==> config.mk <==
export PLATFORM = sky130hd
export DESIGN_NAME = mutex_client_ctrl
export DESIGN_NICKNAME = d
export VERILOG_FILES = /design/src/rtl/mutex_client_ctrl.sv
export SDC_FILE = /design/constraint.sdc
export NUM_CORES = 1
export LEC_CHECK = 0
export ABC_AREA = 1
export BUFFER_PORTS_ARGS = -buffer_cell sky130_fd_sc_hd__buf_2
export CORE_MARGIN = 5
export CORE_UTILIZATION = 60
export CTS_CLUSTER_SIZE = 25
export DETAILED_ROUTE_END_ITERATION = 10
export GPL_TIMING_DRIVEN = 0
export PLACE_DENSITY = 0.88
export SETUP_SLACK_MARGIN = 0.1
export SLEW_MARGIN = 20
export SYNTH_ARGS = -nofsm -noshare
export SYNTH_HDL_FRONTEND = slang
export SYNTH_HIERARCHICAL = 1
export SYNTH_SLANG_ARGS = --single-unit
==> constraint.sdc <==
create_clock -name clk -period 2.3 [get_ports clk]
set_input_delay 0.115 -clock clk [delete_from_list [all_inputs] [get_ports clk]]
set_output_delay 0.115 -clock clk [all_outputs]
set_load 0.005 [all_outputs]
==> src/rtl/mutex_client_ctrl.sv <==
// Two-client requester for a cross-coupled-NAND mutex: turns "acquire for N cycles"
// commands into four-phase req/grant handshakes and reports ownership and faults.

module mutex_client_fsm #(
    parameter int SYNC_STAGES = 2,
    parameter int LEN_W       = 8,
    parameter int TIMEOUT     = 1000
) (
    input  logic             clk,
    input  logic             reset,
    input  logic             start,
    input  logic [LEN_W-1:0] len,
    input  logic             grant,
    output logic             req,
    output logic             own,
    output logic             busy,
    output logic             done,
    output logic             tmo,
    output logic             grant_s
);

    typedef enum logic [1:0] {IDLE, REQ, OWN, REL} state_t;

    state_t                 state_q, state_d;
    logic [SYNC_STAGES-1:0] sync_q;
    logic [LEN_W-1:0]       hold_q, hold_d;
    logic [15:0]            wait_q, wait_d;
    logic [16:0]            wait_inc;
    logic                   owned_q, owned_d;
    logic                   done_d, tmo_d;

    // The mutex grant is asynchronous to clk; only the synchronised copy is used.
    always_ff @(posedge clk) begin
        if (reset) begin
            sync_q <= '0;
        end else begin
            sync_q <= {sync_q[SYNC_STAGES-2:0], grant};
        end
    end

    assign grant_s  = sync_q[SYNC_STAGES-1];
    assign wait_inc = {1'b0, wait_q} + 17'd1;

    always_comb begin
        state_d = state_q;
        hold_d  = hold_q;
        wait_d  = wait_q;
        owned_d = owned_q;
        done_d  = 1'b0;
        tmo_d   = 1'b0;
        case (state_q)
            IDLE: begin
                if (start) begin
                    state_d = REQ;
                    hold_d  = (len == '0) ? LEN_W'(1) : len;
                    wait_d  = '0;
                    owned_d = 1'b0;
                end
            end
            REQ: begin
                if (grant_s) begin
                    state_d = OWN;
                    owned_d = 1'b1;
                end else begin
                    if (wait_q != 16'hFFFF) begin
                        wait_d = wait_inc[15:0];
                    end
                    if (wait_inc >= 17'(TIMEOUT)) begin
                        state_d = REL;
                        tmo_d   = 1'b1;
                    end
                end
            end
            OWN: begin
                if (hold_q <= LEN_W'(1)) begin
                    state_d = REL;
                end else begin
                    hold_d = hold_q - LEN_W'(1);
                end
            end
            REL: begin
                // A timed-out request may still be granted late; wait for that grant to drain.
                if (!grant_s) begin
                    state_d = IDLE;
                    done_d  = owned_q;
                    owned_d = 1'b0;
                end
            end
            default: state_d = IDLE;
        endcase
    end

    always_ff @(posedge clk) begin
        if (reset) begin
            state_q <= IDLE;
            hold_q  <= '0;
            wait_q  <= '0;
            owned_q <= 1'b0;
            req     <= 1'b0;
            own     <= 1'b0;
            done    <= 1'b0;
            tmo     <= 1'b0;
        end else begin
            state_q <= state_d;
            hold_q  <= hold_d;
            wait_q  <= wait_d;
            owned_q <= owned_d;
            req     <= (state_d == REQ) || (state_d == OWN);
            own     <= (state_d == OWN);
            done    <= done_d;
            tmo     <= tmo_d;
        end
    end

    assign busy = (state_q != IDLE);

endmodule

module mutex_client_ctrl #(
    parameter int SYNC_STAGES = 2,
    parameter int LEN_W       = 8,
    parameter int TIMEOUT     = 1000
) (
    input  logic             clk,
    input  logic             reset,
    input  logic             start0,
    input  logic [LEN_W-1:0] len0,
    input  logic             start1,
    input  logic [LEN_W-1:0] len1,
    output logic             req0,
    output logic             req1,
    input  logic             grant0,
    input  logic             grant1,
    output logic             own0,
    output logic             own1,
    output logic             busy0,
    output logic             busy1,
    output logic             done0,
    output logic             done1,
    output logic             tmo0,
    output logic             tmo1,
    output logic             err_overlap
);

    logic grant_s0, grant_s1;

    mutex_client_fsm #(
        .SYNC_STAGES(SYNC_STAGES),
        .LEN_W      (LEN_W),
        .TIMEOUT    (TIMEOUT)
    ) u_client0 (
        .clk    (clk),
        .reset  (reset),
        .start  (start0),
        .len    (len0),
        .grant  (grant0),
        .req    (req0),
        .own    (own0),
        .busy   (busy0),
        .done   (done0),
        .tmo    (tmo0),
        .grant_s(grant_s0)
    );

    mutex_client_fsm #(
        .SYNC_STAGES(SYNC_STAGES),
        .LEN_W      (LEN_W),
        .TIMEOUT    (TIMEOUT)
    ) u_client1 (
        .clk    (clk),
        .reset  (reset),
        .start  (start1),
        .len    (len1),
        .grant  (grant1),
        .req    (req1),
        .own    (own1),
        .busy   (busy1),
        .done   (done1),
        .tmo    (tmo1),
        .grant_s(grant_s1)
    );

    // Sticky: once the mutex has ever granted both sides, only reset clears it.
    always_ff @(posedge clk) begin
        if (reset) begin
            err_overlap <= 1'b0;
        end else begin
            err_overlap <= err_overlap | (grant_s0 & grant_s1);
        end
    end

endmodule

==> results.tsv <==
metric	value	unit
CTS tree	done	
final hold vios	0	
Top Ports	33	
Area Growth Syn to Fin	19.9	%
EDFF count, synth	0	
Synth area leaders	dfxtp_1 (33%), nand2_1 (12%), nor2_1 (6.6%)	
Net Switching	1.72	mW
largest net degree at the start of global routing	13	
RSZ-0062 raised after global routing	true	
Yosys top cell by area	dfxtp_1	
Rows	30	
Sum Neg Setup Slack	0	ps
Syn Std Cell Area	4090	um^2
WL/cell	14.0	um
clock sinks	67	
Worst Tran Pin Value	743	ps
sw frac	0.398	
endpoints failing setup	0	
Pre-antenna DRT Iters	4	
FMAX	0.446	GHz
Max Buffers Root-to-Sink	2	
Crit Path Max Fanout	8	
Setup CP Type	flop to flop	
part of the power in the clock network	0.252	
pwr/cell area	881	nW/um^2
Cell Int Power	2.60	mW
total number of vias	4191	
CTS Buf Count	9	
Clock transition at path regs	80	ps
Warnings, synthesis	6	
worst hold-check path type	input pin to flop	
H-tree depth	3	
relative slew slack	0.504	
Initial Util	0.608	
Die X	92.5	um
Cells after Synth	591	
DR iter-0 viols	267	
synth unique cells	40	
Seq pwr share	0.364	
Post-Synthesis Net Count	623	
post-route ant nets	0	
DR vias/cell	5.66	
most common cell in the synthesized netlist	nand2_1	
later-pin clock latency in the skew report	350	ps
Die H	92.5	um
fin util	0.729	
GRT Util Overall	0.228	
Slew Viols, Final	0	
DIE AREA	8560	um^2
CTS root buffer	clkbuf_8	
WL final	10.3	mm
clock skew	7.75	ps
share of the synthesized area in the top cell type	0.328	
overflow left after global routing	0	
PortBufs	32	
Post-Syn Area per Cell	6.91	um^2
nets	687	
Placed Cells incl. Taps	703	
status	complete, no violations	
Period Utilization, post-route	0.975	
first-pass GRT wire length	16.0	mm
share of layout cells above drive strength 1	0.265	
Setup crit start kind	flop	
HPWL Detailed	6.72	mm
minimum clock period	2240	ps
Post-synth ARST share	0	
Core Area	6720	um^2
ys flop type	dfxtp_1	
vias in the first global route	3806	
Critical Path Sink Type	flop	
WP data arrival	2470	ps
Synth Register Bits	67	
Hold Slack	39.7	ps
ant diodes	0	
Residual DRC	0	
Layout Cells excl Fill	740	
Max Cap Viol	0	
combinational power share	0.385	
initial antenna violation count	0	
routability cong.	0.945	
sequential-to-total area share from yosys stat	0.328	
Worst Path Required	2530	ps
maximum vdd drop	0.550	mV
Synth top cells by count	nand2_1 (134), nor2_1 (72), dfxtp_1 (67)	
leakage power	2.12	nW
-- cell families after synthesis --
family,count (synthesis),synth area share
compound gates,112,0.173
flops,67,0.328
simple gates,307,0.359
fa+ha+maj,10,0.0306
buf+inv,88,0.0934
xor+xnor,7,0.0150
-- placed cells by master, fill, tap and decap left out, types with 7 or more instances in the layout --
master	Yosys	routed
nand4_1	12	12
clkbuf_8	0	9
dfxtp_1	67	59
a21oi_2	14	14
a211oi_1	12	12
nor2_2	9	11
nor2_4	7	10
nor2_1	72	67
o21ai_0	23	21
nand2_2	10	22
o21ai_1	6	7
buf_2	1	33
nand2_4	12	13
ha_1	10	7
nand2_1	134	121
nand3_1	35	31
a21oi_1	36	36
buf_4	2	17
inv_1	66	63
clkbuf_1	10	11
inv_2	5	7
-- final timing paths --
check                       from                   to  slack (ps)  cells after the start
min                      len1[2]  u_client1/hold_q[2]          40                      3
min reg2reg  u_client0/sync_q[0]  u_client0/sync_q[1]         400                      2
max reg2reg  u_client0/wait_q[1]        u_client0/req          60                     14
max          u_client0/wait_q[1]        u_client0/req          60                     14
-- final cells by class --
| type | instances | area, um^2 |
|---|---|---|
| clock inverters | 6 | 88.8 |
| multi-input cells | 436 | 2500 |
| plain buffers | 16 | 109 |
| clock buffers | 10 | 128 |
| inverters | 72 | 278 |
| well taps | 80 | 100 |
| repair buffers | 53 | 337 |
| flip-flops and latches | 67 | 1360 |
| fillers | 460 | 1820 |
-- registers in the layout (all words and copies together), names as in the netlist --
signal / cells
u_client0/tmo: 1
u_client0/own: 1
u_client0/owned_q: 1
u_client0/sync_q: 2
u_client1/wait_q: 16
u_client0/state_q: 2
u_client1/state_q: 2
u_client0/hold_q: 8
u_client0/done: 1
u_client1/owned_q: 1
u_client1/hold_q: 8
u_client1/own: 1
u_client1/done: 1
u_client1/tmo: 1
u_client1/req: 1
u_client0/req: 1
err_overlap: 1
u_client0/wait_q: 16
u_client1/sync_q: 2
-- what timing repair did --
item / CTS / global route
hold buffers: 3 / 0
resized for setup: 5 / 50
buffers inserted: 9 / 9
hold endpoints to repair: 3 / 0
endpoints found under the setup margin: 4 / 5
pin swaps: 3 / 20
-- worst max-delay path: stages, from the launching register on --
cell and delay [ps]:
dfxtp_4 370, buf_6 100, nand2_2 60, nor2_4 220, nand2_2 120, nor2_2 120, nor2_1 40, nor2_1 170
nand3_1 140, o21bai_1 230, nand2_1 120, nand2_2 100, inv_2 50, ha_4 250, nor2_2 30
-- power groups by stage --
stage	Sequential [mW]	Clock, mW	Combinational [mW]
2_1_floorplan	1.53	0	1.19
3_3_place_gp	1.56	0	1.46
3_5_place_dp	1.57	0	1.51
4_1_cts	1.54	1.10	1.56
5_1_grt	1.59	1.15	1.85
6_report	1.57	1.09	1.66
-- metrics by stage --
| step | area, um^2 | setup slack, ps | total power, mW |
|---|---|---|---|
| 6_report | 4900 | 57.3 | 4.32 |
| 5_1_grt | 4900 | 8.82 | 4.59 |
| 4_1_cts | 4670 | 93.1 | 4.20 |
| 3_5_place_dp | 4350 | 19.7 | 3.08 |
| 3_3_place_gp | 4350 | 108 | 3.01 |
| 2_1_floorplan | 4090 | 307 | 2.72 |
-- per-layer routing --
metal	track usage	share of wire
met5	0	0
met4	0.114	0.024
met3	0.0528	0.063
met2	0.398	0.51
met1	0.259	0.41
No activity file was read; power rests on OpenSTA's default activity.
